[src/rtl/parking_pkg.sv]
// Shared types, sensor pattern constants and the saturating occupancy update
// for the parking occupancy tracker.
package parking_pkg;

    // Wide enough for CNT_W (max 8 bits for CAPACITY<=255) plus 4 bits of headroom.
    localparam int unsigned SAT_W = 12;

    typedef enum logic [2:0] {
        IDLE,
        E1,
        E2,
        E3,
        X1,
        X2,
        X3
    } lane_state_t;

    // Sensor patterns are {A,B}; 1 = beam blocked.
    localparam logic [1:0] P_CLEAR = 2'b00;
    localparam logic [1:0] P_A     = 2'b10;
    localparam logic [1:0] P_B     = 2'b01;
    localparam logic [1:0] P_BOTH  = 2'b11;

    typedef struct packed {
        logic             rej;
        logic [SAT_W-1:0] cnt;
    } sat_result_t;

    // Exits first (floored at zero), then entries limited by the remaining room.
    function automatic sat_result_t sat_update(
        input logic [SAT_W-1:0] count,
        input logic [SAT_W-1:0] e,
        input logic [SAT_W-1:0] x,
        input logic [SAT_W-1:0] cap
    );
        sat_result_t      res;
        logic [SAT_W-1:0] c1;
        logic [SAT_W-1:0] room;
        logic [SAT_W-1:0] acc;
        c1      = (x >= count) ? '0 : (count - x);
        room    = (cap > c1) ? (cap - c1) : '0;
        acc     = (e > room) ? room : e;
        res.cnt = c1 + acc;
        res.rej = (acc < e);
        return res;
    endfunction

endpackage

[src/rtl/parking_occupancy_tracker_lane.sv]
// One gate lane: A/B sensor sequence FSM that flags a completed entry or exit
// combinationally on the cycle it leaves E3/X3 with both beams clear.
module gate_lane_fsm
    import parking_pkg::*;
(
    input  logic clk,
    input  logic reset,
    input  logic a,
    input  logic b,
    output logic enter_evt,
    output logic exit_evt
);

    lane_state_t state_q, state_d;
    logic [1:0]  pat;

    assign pat = {a, b};

    always_ff @(posedge clk or posedge reset) begin
        if (reset) state_q <= IDLE;
        else       state_q <= state_d;
    end

    always_comb begin
        state_d   = IDLE;
        enter_evt = 1'b0;
        exit_evt  = 1'b0;
        unique case (state_q)
            IDLE: begin
                if (pat == P_A)      state_d = E1;
                else if (pat == P_B) state_d = X1;
            end
            E1: begin
                if (pat == P_BOTH)   state_d = E2;
                else if (pat == P_A) state_d = E1;
            end
            E2: begin
                if (pat == P_B)      state_d = E3;
                else if (pat == P_A) state_d = E1;
            end
            E3: begin
                if (pat == P_CLEAR)     enter_evt = 1'b1;
                else if (pat == P_BOTH) state_d   = E2;
                else if (pat == P_B)    state_d   = E3;
            end
            X1: begin
                if (pat == P_BOTH)   state_d = X2;
                else if (pat == P_B) state_d = X1;
            end
            X2: begin
                if (pat == P_A)      state_d = X3;
                else if (pat == P_B) state_d = X1;
            end
            X3: begin
                if (pat == P_CLEAR)     exit_evt = 1'b1;
                else if (pat == P_BOTH) state_d  = X2;
                else if (pat == P_A)    state_d  = X3;
            end
            default: state_d = IDLE;
        endcase
    end

endmodule

[src/rtl/parking_occupancy_tracker.sv]
// Multi-lane parking occupancy tracker: N gate lanes feed one saturating counter.
// Optional peak-occupancy register enabled by defining OCC_PEAK_EN.
module parking_occupancy_tracker
    import parking_pkg::*;
#(
    parameter int unsigned LANES    = 2,
    parameter int unsigned CAPACITY = 25,
    parameter int unsigned CNT_W    = $clog2(CAPACITY + 1)
) (
    input  logic             clk,
    input  logic             reset,
    input  logic [LANES-1:0] sensor_a,
    input  logic [LANES-1:0] sensor_b,
    output logic [CNT_W-1:0] count,
    output logic [LANES-1:0] enter_pulse,
    output logic [LANES-1:0] exit_pulse,
    output logic             full,
    output logic             empty,
    output logic             reject
`ifdef OCC_PEAK_EN
    ,
    input  logic             peak_clr,
    output logic [CNT_W-1:0] peak
`endif
);

    logic [LANES-1:0] enter_evt;
    logic [LANES-1:0] exit_evt;

    for (genvar i = 0; i < LANES; i++) begin : g_lane
        gate_lane_fsm u_lane (
            .clk       (clk),
            .reset     (reset),
            .a         (sensor_a[i]),
            .b         (sensor_b[i]),
            .enter_evt (enter_evt[i]),
            .exit_evt  (exit_evt[i])
        );
    end

    logic [SAT_W-1:0] n_enter;
    logic [SAT_W-1:0] n_exit;
    sat_result_t      upd;
    logic [CNT_W-1:0] count_q, count_d;
    logic             full_q, full_d;
    logic             empty_q, empty_d;
    logic             reject_q, reject_d;
    logic [LANES-1:0] enter_pulse_q;
    logic [LANES-1:0] exit_pulse_q;

    // Net all lanes' events in one update so simultaneous traffic is never lost.
    always_comb begin
        n_enter = '0;
        n_exit  = '0;
        for (int i = 0; i < LANES; i++) begin
            n_enter = n_enter + SAT_W'(enter_evt[i]);
            n_exit  = n_exit  + SAT_W'(exit_evt[i]);
        end
        upd      = sat_update(SAT_W'(count_q), n_enter, n_exit, SAT_W'(CAPACITY));
        count_d  = CNT_W'(upd.cnt);
        reject_d = upd.rej;
        full_d   = (count_d == CNT_W'(CAPACITY));
        empty_d  = (count_d == '0);
    end

    always_ff @(posedge clk or posedge reset) begin
        if (reset) begin
            count_q       <= '0;
            full_q        <= 1'b0;
            empty_q       <= 1'b1;
            reject_q      <= 1'b0;
            enter_pulse_q <= '0;
            exit_pulse_q  <= '0;
        end else begin
            count_q       <= count_d;
            full_q        <= full_d;
            empty_q       <= empty_d;
            reject_q      <= reject_d;
            enter_pulse_q <= enter_evt;
            exit_pulse_q  <= exit_evt;
        end
    end

    assign count       = count_q;
    assign full        = full_q;
    assign empty       = empty_q;
    assign reject      = reject_q;
    assign enter_pulse = enter_pulse_q;
    assign exit_pulse  = exit_pulse_q;

`ifdef OCC_PEAK_EN
    logic [CNT_W-1:0] peak_q, peak_d;

    // A clear reloads with the incoming count rather than zero.
    always_comb begin
        peak_d = peak_q;
        if (peak_clr)               peak_d = count_d;
        else if (count_d > peak_q)  peak_d = count_d;
    end

    always_ff @(posedge clk or posedge reset) begin
        if (reset) peak_q <= '0;
        else       peak_q <= peak_d;
    end

    assign peak = peak_q;
`endif

endmodule

[config.mk]
export PLATFORM = sky130hd
export DESIGN_NAME = parking_occupancy_tracker
export DESIGN_NICKNAME = d
export VERILOG_FILES = /design/src/rtl/parking_pkg.sv /design/src/rtl/parking_occupancy_tracker_lane.sv /design/src/rtl/parking_occupancy_tracker.sv
export SDC_FILE = /design/constraint.sdc
export NUM_CORES = 1
export LEC_CHECK = 0
export CAP_MARGIN = 20
export CORE_MARGIN = 2
export CORE_UTILIZATION = 63
export DETAILED_ROUTE_END_ITERATION = 8
export DONT_BUFFER_PORTS = 1
export PLACE_DENSITY = 0.79
export SYNTH_ARGS = -nofsm -noshare
export SYNTH_HDL_FRONTEND = slang
export SYNTH_SLANG_ARGS = --single-unit
[constraint.sdc]
create_clock -name clk -period 6.7 [get_ports clk]
set_clock_uncertainty 0.1 [all_clocks]
set_input_delay 0.67 -clock clk [delete_from_list [all_inputs] [get_ports clk]]
set_output_delay 0.67 -clock clk [all_outputs]
set_load 0.03 [all_outputs]
**After elaboration in Yosys (flattened, before gate mapping)**

Index checks and enable logic that the tools add are counted.
W data, S select, Z words.

- Input bits: 6
- Logic and storage cells: 78
- Output and inout bits: 12
- Register bits: 18

- Equality and inequality tests: 19
- Multiplexer cells: 37
- Reduce and logical (&&, ||, !) cells: 5
- Add/sub/neg operators: 5
- Order comparisons: 4

Operators with widths:

| kind | count |
|---|---|
| $mux W3 | 21 |
| $pmux W3 S7 | 2 |
| $mux W12 | 3 |
| $eq A3 B3 Y1 const B | 6 |
| $eq A3 B2 Y1 const B | 4 |
| $gt A2 B12 Y1 | 1 |
| $gt A5 B12 Y1 const A | 1 |
| $lt A12 B2 Y1 | 1 |
| $sub A5 B12 Y12 const A | 1 |
| $eq A2 B2 Y1 const B | 4 |
| $mux W1 | 8 |
| $eq A3 B1 Y1 const B | 2 |
| $logic_not A3 Y1 | 2 |
| $mux W2 | 3 |
| $sub A5 B2 Y6 | 1 |
| $add A5 B5 Y5 | 1 |
| $eq A5 B5 Y1 const B | 1 |
| $ge A2 B5 Y1 | 1 |
| $logic_not A5 Y1 | 1 |
| $add A1 B1 Y2 | 2 |
| $eq A2 B1 Y1 const B | 2 |
| $logic_not A2 Y1 | 2 |

**Logic depth before layout (Yosys ltp)**

Gate-level depths: netlist of run 1.

- Word-level depth: 12
- Gate-level depth with buffers: 30
- Depth with buffers taken out: 30

**Hierarchy**

A second synthesis of run 1 with hierarchy kept.

- Cells, all modules: 199
- Area, all modules: 1836.8 um^2

By module, submodules not included:

| module | seq. area each (um^2) | cells each | area each (um^2) | instances |
|---|---|---|---|---|
| parking_occupancy_tracker | 301.5 | 117 | 1083.5 | 1 |
| gate_lane_fsm | 75.1 | 41 | 376.6 | 2 |

**Worst setup path after synthesis of run 1**

Ideal clock, no wire load.

- Kind: input-to-reg
- Start point: input sensor_a[0]
- End point: register empty_q (netlist: empty)
- Stages on the path: 27
- Buffers on the path: 0
- Library setup time: 97 ps
- Slack: 469 ps
- Arrival: 6035 ps
- Required time: 6503 ps
- Path through: inv_1 ha_1 nand2_1 nor3_1 ha_1 ha_1 inv_1 fa_1 a21boi_4 or4_4 nand2_1 ha_1 nand2b_1 a211oi_1 o31ai_1 o21ai_0 nor2_1 ha_1 a221oi_1 o211a_1 a32o_1 ha_1 inv_1 fa_1 o31a_1 xor2_1 nor4_1

- Cells in the longest elaborated chain, start to end: 12
- Elaborated cells on any way between the ends: 16
- Classes of those cells: add/sub (5); order compare (3); mux (6); reduce/logical (2)

Ends and longest elaborated chain:

| element | line | source |
|---|---|---|
| from (decl) | parking_occupancy_tracker.sv:12 | `input logic [LANES-1:0] sensor_a,` |
| $logic_not A2 Y1 * | parking_occupancy_tracker_lane.sv:55 | `if (pat == P_CLEAR) exit_evt = 1'b1;` |
| $mux W1 * | parking_occupancy_tracker_lane.sv:55 |  |
| $mux W1 * | parking_occupancy_tracker_lane.sv:28 | `unique case (state_q)` |
| via g_lane[0].u_lane.exit_evt | parking_occupancy_tracker_lane.sv:11 | `output logic exit_evt` |
| $add A1 B1 Y2 * | parking_occupancy_tracker.sv:57 | `n_exit = n_exit + SAT_W'(exit_evt[i]);` |
| $sub A5 B2 Y6 or $ge A2 B5 Y1 (tied branches) | parking_pkg.sv:40 | `c1 = (x >= count) ? '0 : (count - x);` |
| $mux W12 * | parking_pkg.sv:40 |  |
| $sub A5 B12 Y12 or $gt A5 B12 Y1 (tied branches) | parking_pkg.sv:41 | `room = (cap > c1) ? (cap - c1) : '0;` |
| $mux W12 | parking_pkg.sv:41 |  |
| $gt A2 B12 Y1 | parking_pkg.sv:42 | `acc = (e > room) ? room : e;` |
| $mux W12 | parking_pkg.sv:42 |  |
| $add A5 B5 Y5 * | parking_pkg.sv:43 | `res.cnt = c1 + acc;` |
| via count_d[4] | parking_occupancy_tracker.sv:44 | `logic [CNT_W-1:0] count_q, count_d;` |
| $logic_not A5 Y1 * | parking_occupancy_tracker.sv:63 | `empty_d = (count_d == '0);` |
| via empty_d | parking_occupancy_tracker.sv:46 | `logic empty_q, empty_d;` |
| to (signal assigned) | parking_occupancy_tracker.sv:77 | `empty_q <= empty_d;` |
| to (decl) | parking_occupancy_tracker.sv:46 |  |

Mark *: on every way through the listed nets, which the timed path passes. The rest lies on a longest branch.

**Final worst setup path of run 1**

- Start point: register g_lane[1].u_lane.state_q[2]
- End point: register empty_q (netlist: empty)

- Cells in the longest elaborated chain, start to end: 11
- Elaborated cells on any way between the ends: 16
- Classes of those cells: add/sub (5); order compare (3); eq/ne (2); mux (5); reduce/logical (1)

Ends and longest elaborated chain:

| element | line | source |
|---|---|---|
| from (decl) | parking_occupancy_tracker_lane.sv:14 | `lane_state_t state_q, state_d;` |
| from (signal assigned) | parking_occupancy_tracker_lane.sv:21 | `else state_q <= state_d;` |
| $eq A3 B3 Y1 * | parking_occupancy_tracker_lane.sv:28 |  |
| $mux W1 * | parking_occupancy_tracker_lane.sv:28 |  |
| via g_lane[1].u_lane.exit_evt | parking_occupancy_tracker_lane.sv:11 |  |
| $add A1 B1 Y2 * | parking_occupancy_tracker.sv:57 |  |
| $sub A5 B2 Y6 or $ge A2 B5 Y1 (tied branches) | parking_pkg.sv:40 |  |
| $mux W12 * | parking_pkg.sv:40 |  |
| $sub A5 B12 Y12 or $gt A5 B12 Y1 (tied branches) | parking_pkg.sv:41 |  |
| $mux W12 | parking_pkg.sv:41 |  |
| $gt A2 B12 Y1 | parking_pkg.sv:42 |  |
| $mux W12 | parking_pkg.sv:42 |  |
| $add A5 B5 Y5 * | parking_pkg.sv:43 |  |
| via count_d[4] | parking_occupancy_tracker.sv:44 |  |
| $logic_not A5 Y1 * | parking_occupancy_tracker.sv:63 |  |
| via empty_d | parking_occupancy_tracker.sv:46 |  |

Marked as above.

==> results of run 1 <==
## placed cells by master, fill, tap and decap left out, types with 2 or more instances in the layout
cell,n
a21oi_1,8
a311oi_1,2
a31oi_1,5
and3_1,2
buf_4,8
clkbuf_4,3
dfrtp_1,17
fa_1,2
ha_1,26
inv_1,21
mux2_2,2
mux2i_1,8
nand2_1,11
nand2b_1,3
nand4_1,2
nor2_1,17
nor2b_1,2
nor3_1,4
nor3b_1,4
nor4_1,3
o21ai_0,4
o31a_1,2
o31ai_1,3
o32ai_1,5
or2b_1,2
xnor2_1,3
## cells by family after synthesis
logic type / share of synthesized area (%)
AOI/OAI and AO/OA: 19.0
and+or+nand+nor: 16.4
muxes: 6.76
DFF: 26.8
other: 0.223
buffers and inverters: 7.05
adders and majority gates: 21.7
xor gates and xnor gates: 2.08
## per-layer routing
metal  global-route usage (%)  vias to the layer above
met3                     4.19                        9
li1                         -                      675
met5                        0                        -
met4                     8.71                        0
met1                     33.4                      657
met2                     37.4                       33
## per-stage QoR
stage | instances | utilization [%]
floorplan | 187 | -
global placement | 217 | 69.7
detailed placement | 217 | 69.7
CTS | 221 | 71.2
global route | 221 | 71.2
finish | 221 | 71.2
## power by group through the flow
stage / Sequential, mW / Combinational [mW] / Clock, mW
2_1_floorplan: 0.197 / 0.349 / 0
3_3_place_gp: 0.253 / 0.371 / 0
3_5_place_dp: 0.256 / 0.387 / 0
4_1_cts: 0.254 / 0.391 / 0.0720
5_1_grt: 0.266 / 0.436 / 0.0774
6_report: 0.256 / 0.395 / 0.0698
## synthesized netlist by cell type, drive strengths merged (2+ instances only)
cell type	n
ha	26
inv	21
dfrtp	17
nor2	17
nand2	11
a21oi	8
mux2i	8
a31oi	6
o21ai	6
clkbuf	5
o32ai	5
nor3	4
nor3b	4
buf	3
mux2	3
nand2b	3
nor4	3
o31ai	3
xnor2	3
a311oi	2
and3	2
fa	2
nand4	2
nor2b	2
o31a	2
or2b	2
## registers in the layout (all words and copies together), names as in the netlist
name and cells:
enter_pulse 2, reject 1, g_lane.u_lane.state_q 6, exit_pulse 2
full 1, empty 1, count 5
## worst max-delay path, delay by kind of cell, from the launching register on
family | cells | cell delay, ns
AOI/OAI and AO/OA | 8 | 1.81
adders and majority gates | 7 | 1.69
and+or+nand+nor | 6 | 1.39
DFF | 1 | 0.56
buffers and inverters | 4 | 0.33
xor gates and xnor gates | 1 | 0.16
## cell type report
type / count / area, um2 / share of cell area [%]
clock buffer: 4 / 36.3 / 2.04
inverter: 21 / 78.8 / 4.43
multi-input combinational: 140 / 1110 / 62.7
sequential: 18 / 452 / 25.4
tap: 30 / 37.5 / 2.11
timing repair buffer: 8 / 60.1 / 3.38
## timing repair
action	CTS	global route
resized for setup	0	1
setup buffers	0	0
endpoints found under the setup margin	0	1
## worst max-delay path by stage
stage,start,to,slack (ns),cells after the start
3_3_place_gp,sensor_a[1],empty,0.40,27
6_report,g_lane[1].u_lane.state_q[2],empty,0.54,26
5_1_grt,g_lane[1].u_lane.state_q[2],empty,0.13,26
4_1_cts,g_lane[1].u_lane.state_q[2],empty,0.47,26
2_1_floorplan,sensor_a[0],empty,0.47,27
3_5_place_dp,sensor_a[1],empty,0.17,28
==> PnR_summary.wiki, run 1 <==
{| class="wikitable"
! Metric !! Value
|-
| Outcome || complete, no violations
|-
| Number of fill cells in the layout || ~210
|-
| Number of global-route vias before repair || 1359
|-
| Pint || 0.362 mW
|-
| Synth unique cells || 47
|-
| Area share of the largest cell type after synthesis || 25.2%
|-
| Overall Global Routing Usage || a little under a quarter
|-
| Max Fanout on Critical Path || 9
|-
| Root buf cell || clkbuf_4
|-
| Overall overflow remaining after global route || 0
|-
| Final Net Count || 226
|-
| Slew Viols, Final || 0
|-
| # port buffers || 0
|-
| Path class of the lowest-slack min-delay path || in2async
|-
| Synthesized area || between 1500 and 2000 um2
|-
| Pin count of the biggest net entering global routing || 19
|-
| Number of diodes added for antenna fixing || 0
|-
| Global placer's final weighted congestion || 0.873
|-
| Post-layout min period || 6.16 ns
|-
| Slew HR || 46.2%
|-
| Slowest stage delay, CP || 0.56 ns
|-
| Setup-failing EPs final || 0
|-
| Starting DRC count in detailed routing || 38
|-
| Post-route DRC || 0
|-
| Worst reg2reg setup slack || 0.54 ns
|-
| Switching Share || between 40% and 50%
|-
| Critical Path End Type || register
|-
| Yosys reg bits || 18
|-
| Worst hold margin || 0.244 ns
|-
| Max Fclk || 162 MHz
|-
| Area of the die || between 3000 and 4000 um2
|-
| Power consumption || 0.721 mW
|-
| Final hold vios || 0
|-
| Power density over cell area || 405 nW/um2
|-
| Total Wirelength || between 3000 and 4000 um
|-
| Global-route wire length before repair || 6000 um
|-
| Floorplan die height || 55.7 um
|-
| First-pass iteration count of the detailed router || 4
|-
| Area delta synth->final || 5.57%
|-
| Area of the core region || between 2000 and 2500 um2
|-
| Yosys warnings || 0
|-
| Initial antenna violation count || 0
|-
| Post-DP Area || 1740 um2
|-
| Post-synth EDFFs || 0
|-
| Number of rows in the core area || 18
|-
| Number of routed nets with antenna violations || 0
|-
| CTS max path bufs || 2
|-
| Sequential share of power || a little over a third
|-
| Setup repair after global routing missed its margin || false
|-
| Top cells by area, synth || dfrtp_1, ha_1, mux2i_1
|-
| Met2 WL || 1610 um
|-
| Initial standard-cell utilization of the core || 67.4%
|-
| Io pins || 18
|-
| Element type at the critical path start || register
|-
| Worst Slack Setup Final || between 0.5 and 0.6 ns
|-
| Library cell with the largest summed area after synthesis || dfrtp_1
|-
| Highest-delay cell along the critical path || dfrtp_1
|-
| Top routing layer in use || met4
|-
| Combinational power share || 54.8%
|-
| Clock latency reported for the late side of the worst-skew pair || around 0.3 ns
|-
| Cell with the most instances on the worst path || ha_1
|-
| Final cycle utilization of the critical path || 91.9%
|-
| HPWL after DPL || 2710 um
|-
| Number of buffers inserted during clock tree synthesis || 3
|-
| Total leakage power || 0.853 nW
|-
| Fraction of layout cells with a size suffix above 1 || between 10% and 20%
|-
| Net Switching || 0.358 mW
|-
| Slew @ Worst Pin || 0.807 ns
|-
| Average instance area after synthesis || 9.01 um2
|-
| Post-Layout Inst Area || ~1800 um2
|-
| Start of the worst register-to-register path || g_lane[1].u_lane.state_q[2]
|-
| Via count of the routed design || about 1400
|-
| Clock power frac || 9.7%
|-
| Clock-pin slew reported for the worst setup and hold paths after clock tree synthesis || 0.11 ns
|-
| Via density per instance || between 6 and 7
|-
| Setup Total Neg Slack || 0 ns
|-
| Minimum setup slack after placement || between 0.15 and 0.2 ns
|-
| Syn Nets || 221
|-
| Seq/Total Area, Yosys || 26.8%
|-
| Length of routed wiring on met1 || 1650 um
|-
| CTS tree || built
|-
| Routed wire length on met3 || 163 um
|-
| Share of synthesized registers carrying an async set or reset || between 90% and 100%
|-
| CTS HTree Levels || 1
|-
| Main synth FF type || dfrtp_1
|-
| Post-Synthesis Cells || 187
|-
| Worst VDD drop || about 0.43 mV
|-
| Path type of the worst setup path || reg2reg
|-
| Clock net sink count || 18
|-
| Post-CTS Hold Fix Bufs || 0
|-
| CP required || 6.81 ns
|-
| Register-to-Register Path Depth || 26
|-
| Average wire per cell in the routed design || 15.8 um
|-
| Floorplan die width || 55.7 um
|-
| Arrival time reported for the critical path endpoint || 6.27 ns
|-
| Worst reg2reg path endpoint || empty
|-
| Number of maximum-capacitance violations || 0
|}
(Power assumes the default switching activity.)
==> run 2: changes to the inputs <==
- SLEW_MARGIN: default -> 25
==> results of run 2 <==
No change in the layout: final DEF, timing and power equal those of run 1.
==> edit 1: new RTL, config.mk and constraints of run 2 <==
The 7 states of `lane_state_t` get a Gray code encoding in 3 bits.
--- a/src/rtl/parking_pkg.sv
+++ b/src/rtl/parking_pkg.sv
@@ -6,13 +6,13 @@
     localparam int unsigned SAT_W = 12;
 
     typedef enum logic [2:0] {
-        IDLE,
-        E1,
-        E2,
-        E3,
-        X1,
-        X2,
-        X3
+        IDLE = 3'b000,
+        E1   = 3'b001,
+        E2   = 3'b011,
+        E3   = 3'b010,
+        X1   = 3'b110,
+        X2   = 3'b111,
+        X3   = 3'b101
     } lane_state_t;
 
     // Sensor patterns are {A,B}; 1 = beam blocked.
Check against the original RTL: same outputs for any inputs over 10 cycles, from zero or initial values and one cycle with reset high; not proved beyond that.
==> edit 1 against run 2 <==
Total power up 3.4%; area after synthesis down 4.8%; wire length fell by 17%; largest cell class unchanged; cell count fell by 5.9%; non-clock buffer count is 8 lower; worst setup slack better by 310 ps; hold slack gained 9.0 ps; global-route usage down 1.6 points; cell area fell by 6.5%; sequential cell count stayed put; fmax grew 5.4%; sequential share of layout area rose by 1.8 points.
==> edit 1: results (changes against run 2) <==
outcome=finished clean (unchanged); Max stage delay on crit path=440 ps (was 560 ps); Placer Congestion=0.841 (was 0.873); Fin. Hold Viols=0 (unchanged); Routed WL=2.89 mm (was 3.50 mm); layout cells sized above 1=10.1% (was 10.5%); worst-path fanout max=4 (was 9); per-cell routed wire length=13.9 um (was 15.8 um); largest net degree at the start of global routing=19 (unchanged); slowest CP cell=fa_1 (was dfrtp_1); DR iter-0 viols=34 (was 38); IO buf count=0 (unchanged); sequential-to-total area share from yosys stat=28.1% (was 26.8%); first-pass GRT wire length=4.82 mm (was 6.00 mm); ANT cells=0 (unchanged); CTS buffer count=3 (unchanged); pre-CTS WS=608 ps (was 171 ps); most frequent cells after synthesis=ha_1, inv_1, dfrtp_1 (was ha_1, inv_1, dfrtp_1, nor2_1, nand2_1); worst vdd ir=288 uV (was 433 uV); max FFs per register=6 (unchanged); fill count=192 (was 208); Post-Syn Area per Cell=9.02 um2 (was 9.01 um2); top post-synthesis cells by area=dfrtp_1, ha_1, inv_1 (was dfrtp_1, ha_1, mux2i_1); vias in the first global route=1177 (was 1359); CTS-repair resized insts=0 (unchanged); DP HPWL=2.38 mm (was 2.71 mm); Post-layout nets=212 (was 226); count of unique library cells instantiated by Yosys=51 (was 47); Hold Path Class=in2async (unchanged); leakage power=0.000784 uW (was 0.000853 uW); # Post-CTS Setup Buffers=0 (unchanged); clock latency on the worst-skew pair=280 ps (was 300 ps); Global Route Usage Sum=22.4% (was 24.0%); relative slew slack=56.7% (was 46.2%); Max H-tree Level=1 (unchanged); Arr. time, crit path=5940 ps (was 6270 ps); DR vias/cell=5.94 (was 6.22); CTS Hold Buffers Added=0 (unchanged); Clk Tree Root Cell=clkbuf_4 (unchanged); dpl cells=204 (was 217)
==> edit 1: cells by family after synthesis <==
family,after synthesis,share of synthesized area (%)
compound gates,42,18.7
xor+xnor,4,2.18
fa+ha+maj,27,22.0
buf+inv,28,6.55
flops,18,28.1
mux,5,4.29
other cells,1,0.234
simple gates,53,17.9
==> edit 1: final timing paths <==
kind | from | endpoint | slack (ps) | depth (start not counted)
max | sensor_b[0] | empty$_DFF_PP1_ | 860 | 27
min | reset | g_lane[1].u_lane.state_q[0]$_DFF_PP0_ | 250 | 1
max reg2reg | g_lane[0].u_lane.state_q[0]$_DFF_PP0_ | empty$_DFF_PP1_ | 970 | 25
min reg2reg | g_lane[1].u_lane.state_q[2]$_DFF_PP0_ | g_lane[1].u_lane.state_q[0]$_DFF_PP0_ | 490 | 1
max in group asynchronous | reset | g_lane[1].u_lane.state_q[2]$_DFF_PP0_ | 5830 | 1
min in group clk | g_lane[1].u_lane.state_q[2]$_DFF_PP0_ | g_lane[1].u_lane.state_q[0]$_DFF_PP0_ | 490 | 1
==> edit 1: cell type report <==
type	instances	area [um2]	area share, %
Clock buffer	4	36.3	2.18
Inverter	23	86.3	5.19
Multi-Input combinational cell	133	1050	63.2
Sequential cell	18	452	27.1
Tap cell	30	37.5	2.26
==> edit 1: where the power goes <==
part	switching (uW)	internal (uW)	total (uW)
sequential	111	150	262
clock	30.6	33.0	63.7
combinational	240	179	420
==> edit 1: critical path: cells and delay by family <==
family          cells  cell delay (ps)
compound gates      4              690
xor+xnor            1              120
fa+ha+maj           8             2010
mux                 2              540
buf+inv             4              320
simple gates        8             1590
==> edit 1: metal layers <==
layer,wire [um],global-route usage [%]
met2,1550,42.0
met3,94,2.46
met5,0,0
met4,27,11.3
met1,1220,24.8
==> edit 1: through the flow <==
step	hold slack, ps	instance area, um2
2_1_floorplan	411	1610
3_3_place_gp	466	1630
3_5_place_dp	459	1630
4_1_cts	274	1660
5_1_grt	303	1660
6_report	253	1660
==> edit 2: new RTL, settings of run 2 <==
Made on the original files. The option `OCC_PEAK_EN` is turned on by a define.
--- a/src/rtl/parking_occupancy_tracker.sv
+++ b/src/rtl/parking_occupancy_tracker.sv
@@ -1,5 +1,7 @@
 // Multi-lane parking occupancy tracker: N gate lanes feed one saturating counter.
 // Optional peak-occupancy register enabled by defining OCC_PEAK_EN.
+`define OCC_PEAK_EN
+
 module parking_occupancy_tracker
     import parking_pkg::*;
 #(
Interface: changed (added peak and peak_clr); port bits go from 18 to 24. No check against the original RTL was run, so the function may have changed too.
==> edit 2 against run 2 <==
Via count is 11% higher; cell area rose by 16%; utilization down 1.9 points; total power is 31% higher; highest routed layer unchanged; worst setup slack worse by 200 ps; die area rose by 13%; hold slack gained 45 ps; global-route usage is 0.48 points lower; sequential cell count is 5 higher; wire length increased by 9.0%; non-clock buffer count up 3; area after synthesis rose by 14%; count of clock-buffer cells in the layout down 1.
==> edit 2: results (changes against run 2) <==
Max stage delay on crit path=390 ps (was 560 ps); area occupied by multi-input gates=0.00125 mm2 (was 0.00111 mm2); pre-CTS WS=-200 ps (was 171 ps); worst vdd ir=199 uV (was 433 uV); Final WS setup=347 ps (was 543 ps); top post-synthesis cells by area=dfrtp_1, ha_1, inv_1 (was dfrtp_1, ha_1, mux2i_1); reg2reg start=g_lane[0].u_lane.state_q[0]$_DFF_PP0_ (was g_lane[1].u_lane.state_q[2]$_DFF_PP0_); Post-Syn Area per Cell=9.49 um2 (was 9.01 um2); post-synthesis mux area share=6.36% (was 6.76%); dpl cell area=0.00202 mm2 (was 0.00174 mm2); leakage power=0.000995 uW (was 0.000853 uW); clk sinks=23 (was 18); count of unique library cells instantiated by Yosys=58 (was 47); Post-Synth XOR/XNOR Area=1.36% (was 2.08%); slowest CP cell=fa_1 (was dfrtp_1); combinational power=558 uW (was 395 uW); Max Root-Sink Buffers=2 (unchanged); clock network contribution to total cell area=1.46% (was 2.04%); ANT cells=0 (unchanged); Arr. time, crit path=6470 ps (was 6270 ps); Inverters=22 (was 21); outcome=finished clean (unchanged); PD cells=458 mW/mm2 (was 405 mW/mm2); Synth Area in Adders=22.2% (was 21.7%); comb_multi_in=152 (was 140); complex-gate fraction of the synthesized area=17.7% (was 19.0%); per-cell routed wire length=15.6 um (was 15.8 um); Worst Setup SP=sensor_a[0] (was g_lane[1].u_lane.state_q[2]$_DFF_PP0_); Reg power frac=34.1% (was 35.5%); layout cells sized above 1=16.0% (was 10.5%); largest net degree at the start of global routing=24 (was 19); Placer Congestion=1.04 (was 0.873); DR iter-0 viols=80 (was 38); Reg clk slew, reported paths=140 ps (was 110 ps); DP HPWL=3.15 mm (was 2.71 mm); r2r setup slk=370 ps (was 540 ps); fill count=231 (was 208); Layout Cells excl Fill=245 (was 221); vias in the first global route=1450 (was 1359); hold slack final=289 ps (was 244 ps); chip width=59.3 um (was 55.7 um); number of clock buffers in the layout=3 (was 4); number of non-clock buffers=11 (was 8); dpl cells=241 (was 217); first-pass GRT wire length=6.31 mm (was 6.00 mm); Final Util=69.2% (was 71.2%); Pint=484 uW (was 362 uW); sequential-to-total area share from yosys stat=29.9% (was 26.8%); relative slew slack=44.3% (was 46.2%); most frequent cells after synthesis=ha_1, dfrtp_1, inv_1 (was ha_1, inv_1, dfrtp_1, nor2_1, nand2_1); Sequential Area=578 um2 (was 452 um2); DR vias/cell=6.24 (was 6.22); reg2reg path depth=30 (was 26); Global Route Usage Sum=23.5% (was 24.0%); Signal buf overhead=4.00% (was 3.38%)
## edit 2: cell types whose count changed in the layout (fill, tap and decap cells not counted), moves of 3 or more
cell     before  now
ha_1         26   31
dfrtp_1      17   21
mux2i_1       8    4
nand2_1      11    7
o32ai_1       5    1
a21o_1        0    3
buf_4         8   11
mux2_2        2    5
## edit 2: per-layer routing
metal | global-route usage (%) | wire length (um) | vias up
li1 | - | - | 735
met1 | 28.5 | 1570 | 729
met2 | 41.1 | 1930 | 54
met3 | 4.59 | 215 | 12
met4 | 8.44 | 97 | 0
met5 | 0 | 0 | -
## edit 2: critical path, delay by kind of cell
family | cells | cell delay [ps]
AO/OA/AOI/OAI | 7 | 1050
XOR/XNOR | 1 | 200
adder cells (fa/ha/maj) | 9 | 2210
buffers and inverters | 4 | 310
multiplexers | 2 | 540
AND/OR/NAND/NOR | 9 | 1470
